--- src/rtl/clk_freq_meter.sv ---
// clk_freq_meter: counts rising edges of an asynchronous signal inside a
// fixed gate window of GATE_CYCLES board-clock cycles and publishes the
// result with a one-cycle valid strobe. Windows run back-to-back while en=1.
module clk_freq_meter #(
  parameter int GATE_CYCLES = 1000,
  parameter int CNT_W       = 32,
  parameter int SYNC_STAGES = 2
) (
  input  logic             clk,
  input  logic             rst,
  input  logic             en,
  input  logic             sig_in,
  output logic [CNT_W-1:0] freq_cnt,
  output logic             valid,
  output logic             ovf,
  output logic             busy
);

  // gate_cnt only has to reach GATE_CYCLES-1; keep at least one bit.
  localparam int GW = (GATE_CYCLES > 1) ? $clog2(GATE_CYCLES) : 1;
  localparam logic [GW-1:0]    GATE_LAST = GW'(GATE_CYCLES - 1);
  localparam logic [CNT_W-1:0] CNT_MAX   = '1;

  typedef enum logic [1:0] {
    S_IDLE  = 2'd0,
    S_ARM   = 2'd1,
    S_GATE  = 2'd2,
    S_LATCH = 2'd3
  } state_t;

  state_t                 state_q, state_d;
  logic [SYNC_STAGES-1:0] sync_q;
  logic                   edge_prev;
  logic                   rise;
  logic [GW-1:0]          gate_cnt;
  logic [CNT_W-1:0]       edge_cnt;
  logic                   ovf_w;

  // Synchronizer chain plus edge-history flop for the asynchronous input.
  // NOTE: sequential state uses non-blocking assignments so every flop
  // samples the pre-edge value of its neighbours, giving a true shift chain.
  always_ff @(posedge clk or negedge rst) begin
    if (!rst) begin
      sync_q    <= '0;
      edge_prev <= 1'b0;
    end else begin
      sync_q    <= {sync_q[SYNC_STAGES-2:0], sig_in};
      edge_prev <= sync_q[SYNC_STAGES-1];
    end
  end

  assign rise = sync_q[SYNC_STAGES-1] & ~edge_prev;
  assign busy = (state_q != S_IDLE);

  // State register.
  always_ff @(posedge clk or negedge rst) begin
    if (!rst) state_q <= S_IDLE;
    else      state_q <= state_d;
  end

  // Next-state logic: IDLE -> ARM -> GATE x GATE_CYCLES -> LATCH -> ARM/IDLE.
  // NOTE: state_d gets its default before the case so no path leaves it
  // unassigned, which would otherwise infer a latch.
  always_comb begin
    state_d = state_q;
    case (state_q)
      S_IDLE:  if (en) state_d = S_ARM;
      S_ARM:   state_d = S_GATE;
      S_GATE: begin
        if (!en)                         state_d = S_IDLE;
        else if (gate_cnt == GATE_LAST)  state_d = S_LATCH;
      end
      S_LATCH: state_d = en ? S_ARM : S_IDLE;
      default: state_d = S_IDLE;
    endcase
  end

  // Window datapath: clear in ARM, count in GATE, publish in LATCH.
  always_ff @(posedge clk or negedge rst) begin
    if (!rst) begin
      gate_cnt <= '0;
      edge_cnt <= '0;
      ovf_w    <= 1'b0;
      freq_cnt <= '0;
      ovf      <= 1'b0;
      valid    <= 1'b0;
    end else begin
      valid <= 1'b0;
      case (state_q)
        S_ARM: begin
          gate_cnt <= '0;
          edge_cnt <= '0;
          ovf_w    <= 1'b0;
        end
        S_GATE: begin
          // An en=0 cycle aborts the window; the counters are simply
          // abandoned and re-cleared by the next ARM.
          if (en) begin
            if (gate_cnt != GATE_LAST) gate_cnt <= gate_cnt + GW'(1);
            if (rise) begin
              if (edge_cnt == CNT_MAX) ovf_w    <= 1'b1;
              else                     edge_cnt <= edge_cnt + CNT_W'(1);
            end
          end
        end
        S_LATCH: begin
          freq_cnt <= edge_cnt;
          ovf      <= ovf_w;
          valid    <= 1'b1;
        end
        default: ;
      endcase
    end
  end

endmodule

--- config.mk ---
export PLATFORM = sky130hd
export DESIGN_NAME = clk_freq_meter
export DESIGN_NICKNAME = d
export VERILOG_FILES = /design/src/rtl/clk_freq_meter.sv
export SDC_FILE = /design/constraint.sdc
export NUM_CORES = 1
export LEC_CHECK = 0
export ABC_AREA = 1
export BUFFER_PORTS_ARGS = -buffer_cell sky130_fd_sc_hd__buf_4
export CAP_MARGIN = 5
export CORE_ASPECT_RATIO = 0.8
export CORE_MARGIN = 4
export CORE_UTILIZATION = 49
export CTS_CLUSTER_DIAMETER = 50
export DETAILED_ROUTE_END_ITERATION = 16
export PLACE_DENSITY = 0.77
export SLEW_MARGIN = 0
export SYNTH_ARGS = -nofsm -noshare
export SYNTH_HDL_FRONTEND = slang
export SYNTH_SLANG_ARGS = --single-unit
--- constraint.sdc ---
create_clock -name clk -period 2.46 [get_ports clk]
set_input_delay 0 -clock clk [delete_from_list [all_inputs] [get_ports clk]]
set_output_delay 0 -clock clk [all_outputs]
set_load 0.02 [all_outputs]
# Yosys cells after proc, flatten, opt, wreduce, memory -nomap -nowiden
# Cells that the tools add are included.
[classes]
add_sub_neg = 2
eq_ne = 13
mux = 17
n_bitwise = 2
n_reduce_logical = 7
[op_table]
columns = ["operator", "n"]
rows = [
  ["two-way mux 32 bit", 3],
  ["one-hot mux 32 bit (2 select lines)", 1],
  ["adder 32 x 1 -> 32 bit (second input constant)", 1],
  ["equality test 32 bit (second input constant)", 1],
  ["two-way mux 10 bit", 2],
  ["one-hot mux 10 bit (2 select lines)", 1],
  ["!= test 2 bit (second input constant)", 6],
  ["adder 10 x 1 -> 10 bit (second input constant)", 1],
  ["equality test 10 bit (second input constant)", 1],
  ["!= test 10 bit (second input constant)", 1],
  ["one-hot mux 2 bit (4 select lines)", 1],
  ["AND reduction 4 bit", 2],
  ["two-way mux 2 bit", 3],
  ["two-way mux 1 bit", 5],
  ["equality test 2 bit (second input constant)", 2],
  ["nonzero test 2 bit", 2],
  ["!= test 3 bit (second input constant)", 1],
  ["AND reduction 3 bit", 1],
  ["equality test 2 x 1 -> 1 bit (second input constant)", 1],
  ["logical NOT 2 bit", 1],
  ["one-hot mux 1 bit (2 select lines)", 1],
  ["AND reduction 2 bit", 1],
  ["AND 1 bit", 1],
  ["inverter 1 bit", 1],
]
[word_totals]
register_bits = 82
in_bits = 4
output_inout_bits = 35
elab_cells = 50

# Longest topological paths before layout
# Gate-level depths: netlist (run 1).
[logic_depth]
word_depth = 5
ltp_mapped = 10
ltp_nobuf = 10

# Worst setup path after synthesis (run 1)
# Ideal clock, no wire load.
[synth_timing]
path_type = "register -> register"
from = "reg edge_cnt[1]"
to = "reg edge_cnt[23]"
setup_time_ps = 118
arrival_ps = 1487
t_required_ps = 2342
path_slack_ps = 855
path_stages_with_launch = 10
path_buffers = 1
period_less_slack_ps = 1605
path_cell_list = "dfrtp_1 -> ha_1 -> nand2_2 -> nor2_4 -> nand2_4 -> nor2_8 -> nand4_4 -> nand2_8 -> buf_8 -> o21ai_2"
[synth_via]
elab_chain_cells = 5
word_cells_on_any_way = 8
classes_between = "1 x add/sub; 2 x eq/ne; 4 x mux; 1 x reduce/logical"
[synth_lines]
columns = ["element", "line", "text"]
rows = [
  ["start: declaration", "36", "logic [CNT_W-1:0] edge_cnt;"],
  ["start signal: assignment", "102", "else edge_cnt <= edge_cnt + CNT_W'(1);"],
  ["adder 32 x 1 -> 32 bit", "102", ""],
  ["two-way mux 32 bit", "101", "if (edge_cnt == CNT_MAX) ovf_w <= 1'b1;"],
  ["two-way mux 32 bit", "100", "if (rise) begin"],
  ["two-way mux 32 bit", "98", "if (en) begin"],
  ["one-hot mux 32 bit (2 select lines)", "89", "case (state_q)"],
]
# Parallel ways exist; a longest one is shown, timed or not. The select of a mux whose other input is x is not followed.
# A chain may end at the register's enable or synchronous reset.

# Worst setup path in the final report (run 1)
[layout_timing]
from = "reg edge_cnt[1]"
to = "reg edge_cnt[21]"
# The elaborated chain is that of the path after synthesis.

==> results_dict.tcl, run 1 <==
set metrics [dict create \
    synth-async-reset-ratio_pct 100 \
    fin_cells 704 \
    drt-pass1-iter-count 5 \
    pin_count 39 \
    cts_sinks 82 \
    grt_max_degree 83 \
    gp_congestion 0.942 \
    ys_seq_elements 82 \
    min_period_ns 1.97 \
    cp.arrival_ns 2.25 \
    hold_slack_ns 0.290 \
    critPathRequiredTime_ns 2.74 \
    ys_warn_count 0 \
    slew_viol_final 0 \
    synth.distinct_cells 30 \
    synthTopCellsByCount "nand2_1, dfrtp_1, inv_1, o21ai_0, nand3_1" \
    cts_made_buffers 9 \
    critPathCaptureType "flip-flop" \
    pwr-share-seq_pct 48.5 \
    regArea_um2 2050 \
    tightest_slew_ns 1.02 \
    hold_viol 0 \
    synth_top_area_share_pct 47.2 \
    ant_nets 0 \
    setup_slack_ns 0.485 \
    powerDensity_nw_per_um2 603 \
    cts_max_level 3 \
    grt_usage_pct 19.3 \
    area_growth_pct 12.5 \
    synth_area_per_cell_um2 7.93 \
    num-nets-final 593 \
    nFillCells 789 \
    hold_depth 2 \
    wl_um 9310 \
    switching_share_pct 32.2 \
    dp.cells 685 \
    synth_top_cell_by_area "dfrtp_1" \
    power_frac_comb_pct 18.2 \
    die_h_um 92.3 \
    grt_pass1_vias 3411 \
    wire_per_inst_um 13.2 \
    clock_latency_ns 0.36 \
    start_util_pct 50.8 \
    antennaDiodeCount 0 \
    viasPerCell 5.25 \
    power_switching_uw 950 \
    worstPathMaxFanout 61 \
    dpl.hpwl_um 6910 \
    cts_tree "built" \
    drc 0 \
    setup_viol 0 \
    status "finished, final reports clean" \
    synth_ff_type "dfrtp_1" \
    drt_iter0_drc 275 \
    period_share_pct 80.3 \
    p_leak_nw 2.23 \
    grt_pass1_wl_um 16200 \
    drive_gt1_share_pct 18.2 \
    multi_input_area_um2 1950 \
    irDropWorstVdd_v 0.000390 \
    reg2reg_depth 9 \
    antenna_found_initial 0 \
    finalClockSkew_ns 0.0119 \
    critPathKind "reg2reg" \
    rsz0062_at_grt "false" \
    fin_area_um2 4890 \
    synthMostInstantiatedCell "nand2_1" \
    critPathLaunchType "flip-flop" \
    core_area_um2 8560 \
    synth.cell_area_um2 4350 \
    portBuffers 38 \
    clkSlewWorstSetupHoldPaths_ns 0.08 \
    clk_path_buf_depth 2 \
    vias 3695 \
    die_x_um 113 \
    syn_inst 548 \
    rows 30 \
    clkPwrFrac_pct 33.3 \
    internal_power_mw 2.00 \
    dpl_cell_area_um2 4660 \
    postCtsSetupBuffers 0 \
    cts-root-buf "clkbuf_8" \
    pre_cts_ws_ns 0.495 \
    overflow 0 \
    hold_path_class "in2reg" \
    syn-num-nets 554 \
    maxClockFrequency_ghz 0.506 \
    setup_tns_ns 0 \
    seq_area_frac_synth_pct 47.2 \
    drv_cap 0 \
    die-area_um2 10500 \
    relSlewSlack_pct 31.8 \
    synth_area_leaders "dfrtp_1, nand2_1, o21ai_2, o21ai_0, nand3_1" \
    synth-edff-count 0 \
]
-- cell type report --
class	count	share of cell area [%]
sequential	82	42.0
clock buffer	10	2.61
multi-input combinational	396	39.8
inverter	55	4.22
timing repair buffer	43	7.01
tap	112	2.87
clock inverter	6	1.51
-- timing repair --
action	4_1_cts	5_1_grt
gates resized for setup	0	0
hold buffers	3	0
hold endpoints to repair	85	0
-- path summary, 6_finish.rpt --
| path | start | end | slack, ns |
|---|---|---|---|
| min | sig_in | sync_q[0]$_DFF_PN0_ | 0.29 |
| max reg2reg | edge_cnt[1]$_DFFE_PN0P_ | edge_cnt[21]$_DFFE_PN0P_ | 0.49 |
| min reg2reg | sync_q[0]$_DFF_PN0_ | sync_q[1]$_DFF_PN0_ | 0.35 |
| max in group asynchronous | rst | edge_cnt[24]$_DFFE_PN0P_ | 1.43 |
| min in group asynchronous | rst | freq_cnt[6]$_DFFE_PN0P_ | 0.35 |
| max | edge_cnt[1]$_DFFE_PN0P_ | edge_cnt[21]$_DFFE_PN0P_ | 0.49 |
-- metrics by stage --
| step | total power [mW] | util [%] |
|---|---|---|
| after detailed placement | 1.99 | 54.4 |
| after CTS | 2.99 | 57.1 |
| after global placement | 1.98 | 54.4 |
| final | 2.95 | 57.1 |
| after global routing | 3.13 | 57.1 |
| after floorplan | 1.95 | - |
-- power groups by stage --
stage,clock network (mW),logic [mW],registers [mW]
after floorplan,0,0.478,1.47
after global placement,0,0.528,1.46
after detailed placement,0,0.534,1.46
after CTS,1.02,0.541,1.43
after global routing,1.09,0.600,1.44
final,0.983,0.536,1.43
-- placed cells by master (no fill, tap or decap), types with 2 or more instances in the layout --
cell type / instances
o22ai_1: 2
nor2_2: 5
nor2_1: 46
o21ai_0: 50
nand2_1: 175
ha_1: 2
nor2_4: 3
a21oi_1: 8
nand3_1: 49
dfrtp_1: 82
o211ai_1: 2
buf_4: 39
dlygate4sd3_1: 3
o21ai_2: 29
inv_1: 55
clkbuf_8: 9
clkinvlp_4: 2
nand2_2: 10
nand4_1: 4
-- critical path: stages, from the launching register on --
cell and delay [ns]:
dfrtp_1 0.42, ha_1 0.22, nand2_2 0.08, nor2_4 0.13, nand2_4 0.11, nor2_8 0.17, nand4_4 0.13, nand2_8 0.39
nand2_1 0.13, o21ai_2 0.08
-- per-layer routing --
layer,GRT usage [%],share of wire (%)
met5,0,0
met4,8.21,2.1
met3,4.09,7.7
met2,28.1,44
met1,27.7,47
-- state kept, by name (all words and copies together) (netlist names) --
register   count
ovf            1
ovf_w          1
valid          1
freq_cnt      32
gate_cnt      10
state_q        2
sync_q         2
edge_cnt      32
edge_prev      1
-- cell families (layout without fill, tap and decap cells) --
kind of cell               after synthesis  after routing  synth area share, %
DFF                                     82             82                 47.2
AOI/OAI and AO/OA                       93             93                 13.5
xor gates and xnor gates                 2              2                0.403
adders and majority gates                2              2                0.575
and+or+nand+nor                        299            299                 30.3
buffers and inverters                   70            114                 8.00
Power figures use the tool's default switching activity.
==> inputs of run 2 (changes only) <==
--- a/config.mk
+++ b/config.mk
@@ -5,7 +5,7 @@
 export SDC_FILE = /design/constraint.sdc
 export NUM_CORES = 1
 export LEC_CHECK = 0
-export ABC_AREA = 1
+export ABC_AREA = 0
 export BUFFER_PORTS_ARGS = -buffer_cell sky130_fd_sc_hd__buf_4
 export CAP_MARGIN = 5
 export CORE_ASPECT_RATIO = 0.8
@@ -13,7 +13,7 @@
 export CORE_UTILIZATION = 49
 export CTS_CLUSTER_DIAMETER = 50
 export DETAILED_ROUTE_END_ITERATION = 16
-export PLACE_DENSITY = 0.77
+export PLACE_DENSITY = 0.8
 export SLEW_MARGIN = 0
 export SYNTH_ARGS = -nofsm -noshare
 export SYNTH_HDL_FRONTEND = slang
==> constraint.sdc (replaced) <==
create_clock -name clk -period 1.8 [get_ports clk]
set_input_delay 0 -clock clk [delete_from_list [all_inputs] [get_ports clk]]
set_output_delay 0 -clock clk [all_outputs]
set_load 0.02 [all_outputs]
==> run 2 against run 1 <==
  * The run now ends with setup timing left
  * Critical path type unchanged
  * Critical endpoint is now edge_cnt[29]$_DFFE_PN0P_
  * First-iteration DRC count rose by 130%
  * Synthesized area fell by 8.3%
  * Flip-flop and latch count did not move
  * Synthesized cell count fell by 30%
  * Non-clock buffer count rose by 144
  * Register-to-register slack got worse by 0.77 ns
==> results_dict.tcl, run 2 <==
set metrics [dict create \
    status "finished, violations left" \
    violations "setup timing" \
    core_area_um2 7910 \
    gp_congestion 0.921 \
    cts-root-buf "clkbuf_8" \
    clkPwrFrac_pct 26.1 \
    critPathRequiredTime_ns 2.05 \
    die-area_um2 9650 \
    finalClockSkew_ns 0.0142 \
    synth-async-reset-ratio_pct 100 \
    wire_per_inst_um 23.8 \
    hold_depth 3 \
    pin_count 39 \
    drt-pass1-iter-count 7 \
    area_growth_pct 64.1 \
    die_x_um 109 \
    reg2reg_depth 5 \
    nFillCells 412 \
    power_switching_mw 1.95 \
    drv_cap 0 \
    hold_start "en" \
    powerDensity_nw_per_um2 820 \
    num-nets-final 562 \
    finalPower_mw 5.36 \
    antenna_found_initial 0 \
    cp_num_cells 5 \
    p_leak_nw 3.04 \
    rows 29 \
    synth-edff-count 0 \
    viasPerCell 6.75 \
    synth_ff_type "dfrtp_1" \
    setup.worst_path.start "state_q[0]$_DFFE_PN0P_" \
    drt_iter0_drc 624 \
    hold_end "state_q[0]$_DFFE_PN0P_" \
    setup_slack_ns -0.287 \
    critPathCaptureType "flip-flop" \
    antennaDiodeCount 0 \
    syn_inst 384 \
    synthMostInstantiatedCell "dfrtp_1" \
    relSlewSlack_pct 52.9 \
    cp.arrival_ns 2.34 \
    synth_top_area_share_pct 51.5 \
    drc 0 \
    ant_nets 0 \
    period_share_pct 116 \
    cts_made_buffers 9 \
    dpl_cell_area_um2 5160 \
    power_frac_comb_pct 34.0 \
    synth.distinct_cells 50 \
    cts_sinks 82 \
    clkSlewWorstSetupHoldPaths_ns 0.09 \
    synth_area_per_cell_um2 10.4 \
    rsz0062_at_grt "true" \
    biggestRegsByFlops "edge_cnt x32, freq_cnt x32, gate_cnt x10" \
    maxClockFrequency_ghz 0.479 \
    setup_viol 34 \
    critical_path_buf_inv_count 0 \
    critPathKind "reg2reg" \
    final_cell_mix "buf_4, dfrtp_1, nand2_1, mux2_2, buf_6" \
    ys_seq_elements 82 \
    cts_max_level 3 \
    cp_slowest_cell "or4_4" \
    irDropWorstVdd_v 0.000590 \
    max_stage_delay_ns 0.44 \
    slew_viol_final 0 \
    dpl.hpwl_um 8240 \
    internal_power_mw 3.41 \
    hold_viol 0 \
    portBuffers 38 \
    die_h_um 88.7 \
    r2r_end "edge_cnt[29]$_DFFE_PN0P_" \
    critPathLaunchType "flip-flop" \
    grt_max_degree 53 \
    cp_top_family "simple AND/OR/NAND/NOR gates" \
    synthTopCellsByCount "dfrtp_1, nand2_1, mux2_2, a31oi_1, nand3_1" \
    overflow 0 \
    synth_area_leaders "dfrtp_1, mux2_2, a31oi_1, o31ai_1, nand2_1" \
    vias 4518 \
    wl_um 16000 \
    r2r-start "state_q[0]$_DFFE_PN0P_" \
    final_common_cell "buf_4" \
    start_util_pct 50.4 \
    tightest_slew_ns 0.707 \
    ys_warn_count 0 \
    grt_pass1_wl_um 20400 \
    min_period_ns 2.09 \
    drive_gt1_share_pct 56.5 \
    worstPathMaxFanout 2 \
    cts_tree "built" \
    grt_pass1_vias 4091 \
    clock_latency_ns 0.37 \
    synth_top_cell_by_area "dfrtp_1" \
    pwr-share-seq_pct 39.9 \
    crit_chain "nand3b_4 > or3b_1 > or4_4 > o41a_1 > mux2_4" \
    switching_share_pct 36.4 \
    grt_usage_pct 27.5 \
    r2r_slack_ns -0.29 \
    syn-num-nets 390 \
    seq_area_frac_synth_pct 51.5 \
    hold_path_class "in2reg" \
    fin_area_um2 6540 \
    clk_path_buf_depth 2 \
    synth.cell_area_um2 3990 \
]
[run 2: metal layers]
metal	GRT usage [%]	share of wire [%]	up-vias
met5	0	0	-
met4	11.7	6.7	0
met3	5.11	8.5	135
met2	47.2	47	379
met1	34.4	38	2195
li1	-	-	1809
[run 2: per-stage QoR]
step	cells	hold slack [ns]	util [%]	setup slack, ns	setup TNS [ns]
finish	669	0.0529	82.6	-0.287	-5.92
global route	669	0.0486	82.6	-0.365	-7.74
CTS	645	0.0329	72.5	-0.250	-0.719
detailed placement	609	0.0806	65.2	-0.308	-3.10
global placement	609	0.0732	65.2	-0.269	-1.45
floorplan	384	-0.296	-	-0.517	-2.05
[run 2: tightest hold or removal path: stages]
cell    delay (ns)
buf_4         0.11
buf_4         0.14
and3_1        0.14
[run 2: how the worst max path moves through the flow]
stage,endpoint,slack (ns)
2_1_floorplan,edge_cnt[29]$_DFFE_PN0P_,-0.52
3_3_place_gp,edge_cnt[29]$_DFFE_PN0P_,-0.27
3_5_place_dp,edge_cnt[29]$_DFFE_PN0P_,-0.31
4_1_cts,edge_cnt[29]$_DFFE_PN0P_,-0.25
5_1_grt,edge_cnt[15]$_DFFE_PN0P_,-0.37
6_report,edge_cnt[29]$_DFFE_PN0P_,-0.29
[run 2: cell type report]
class,count,area (µm²),area share [%]
clock buffer,10,138,2.11
inverter,8,30.0,0.459
clock inverter,6,66.3,1.01
multi-input combinational,268,2550,39.0
sequential,82,2050,31.4
timing repair buffer,187,1570,24.0
tap,108,135,2.07
[run 2: timing repair]
action	4_1_cts	5_1_grt
pin swaps	19	43
endpoints found under the setup margin	32	37
gates resized for setup	47	112
setup buffers	20	27
hold endpoints to repair	52	0
hold buffers	2	0
[run 2: cells by family (layout without fill, tap and decap cells)]
group / Yosys count / in the layout / share of synthesized area [%]
adder cells (fa/ha/maj): 2 / 2 / 0.628
multiplexers: 31 / 31 / 8.73
AO/OA/AOI/OAI: 100 / 100 / 16.7
AND/OR/NAND/NOR: 133 / 133 / 18.3
XOR/XNOR: 2 / 2 / 0.440
flip-flops: 82 / 82 / 51.5
buffers and inverters: 34 / 211 / 3.74
[run 2: power by group through the flow]
stage | clock network (mW) | logic, mW | registers (mW)
floorplan | 0 | 0.627 | 2.24
CTS | 1.39 | 1.41 | 2.12
global route | 1.47 | 1.92 | 2.16
finish | 1.40 | 1.83 | 2.14
global placement | 0 | 1.27 | 2.14
detailed placement | 0 | 1.31 | 2.16
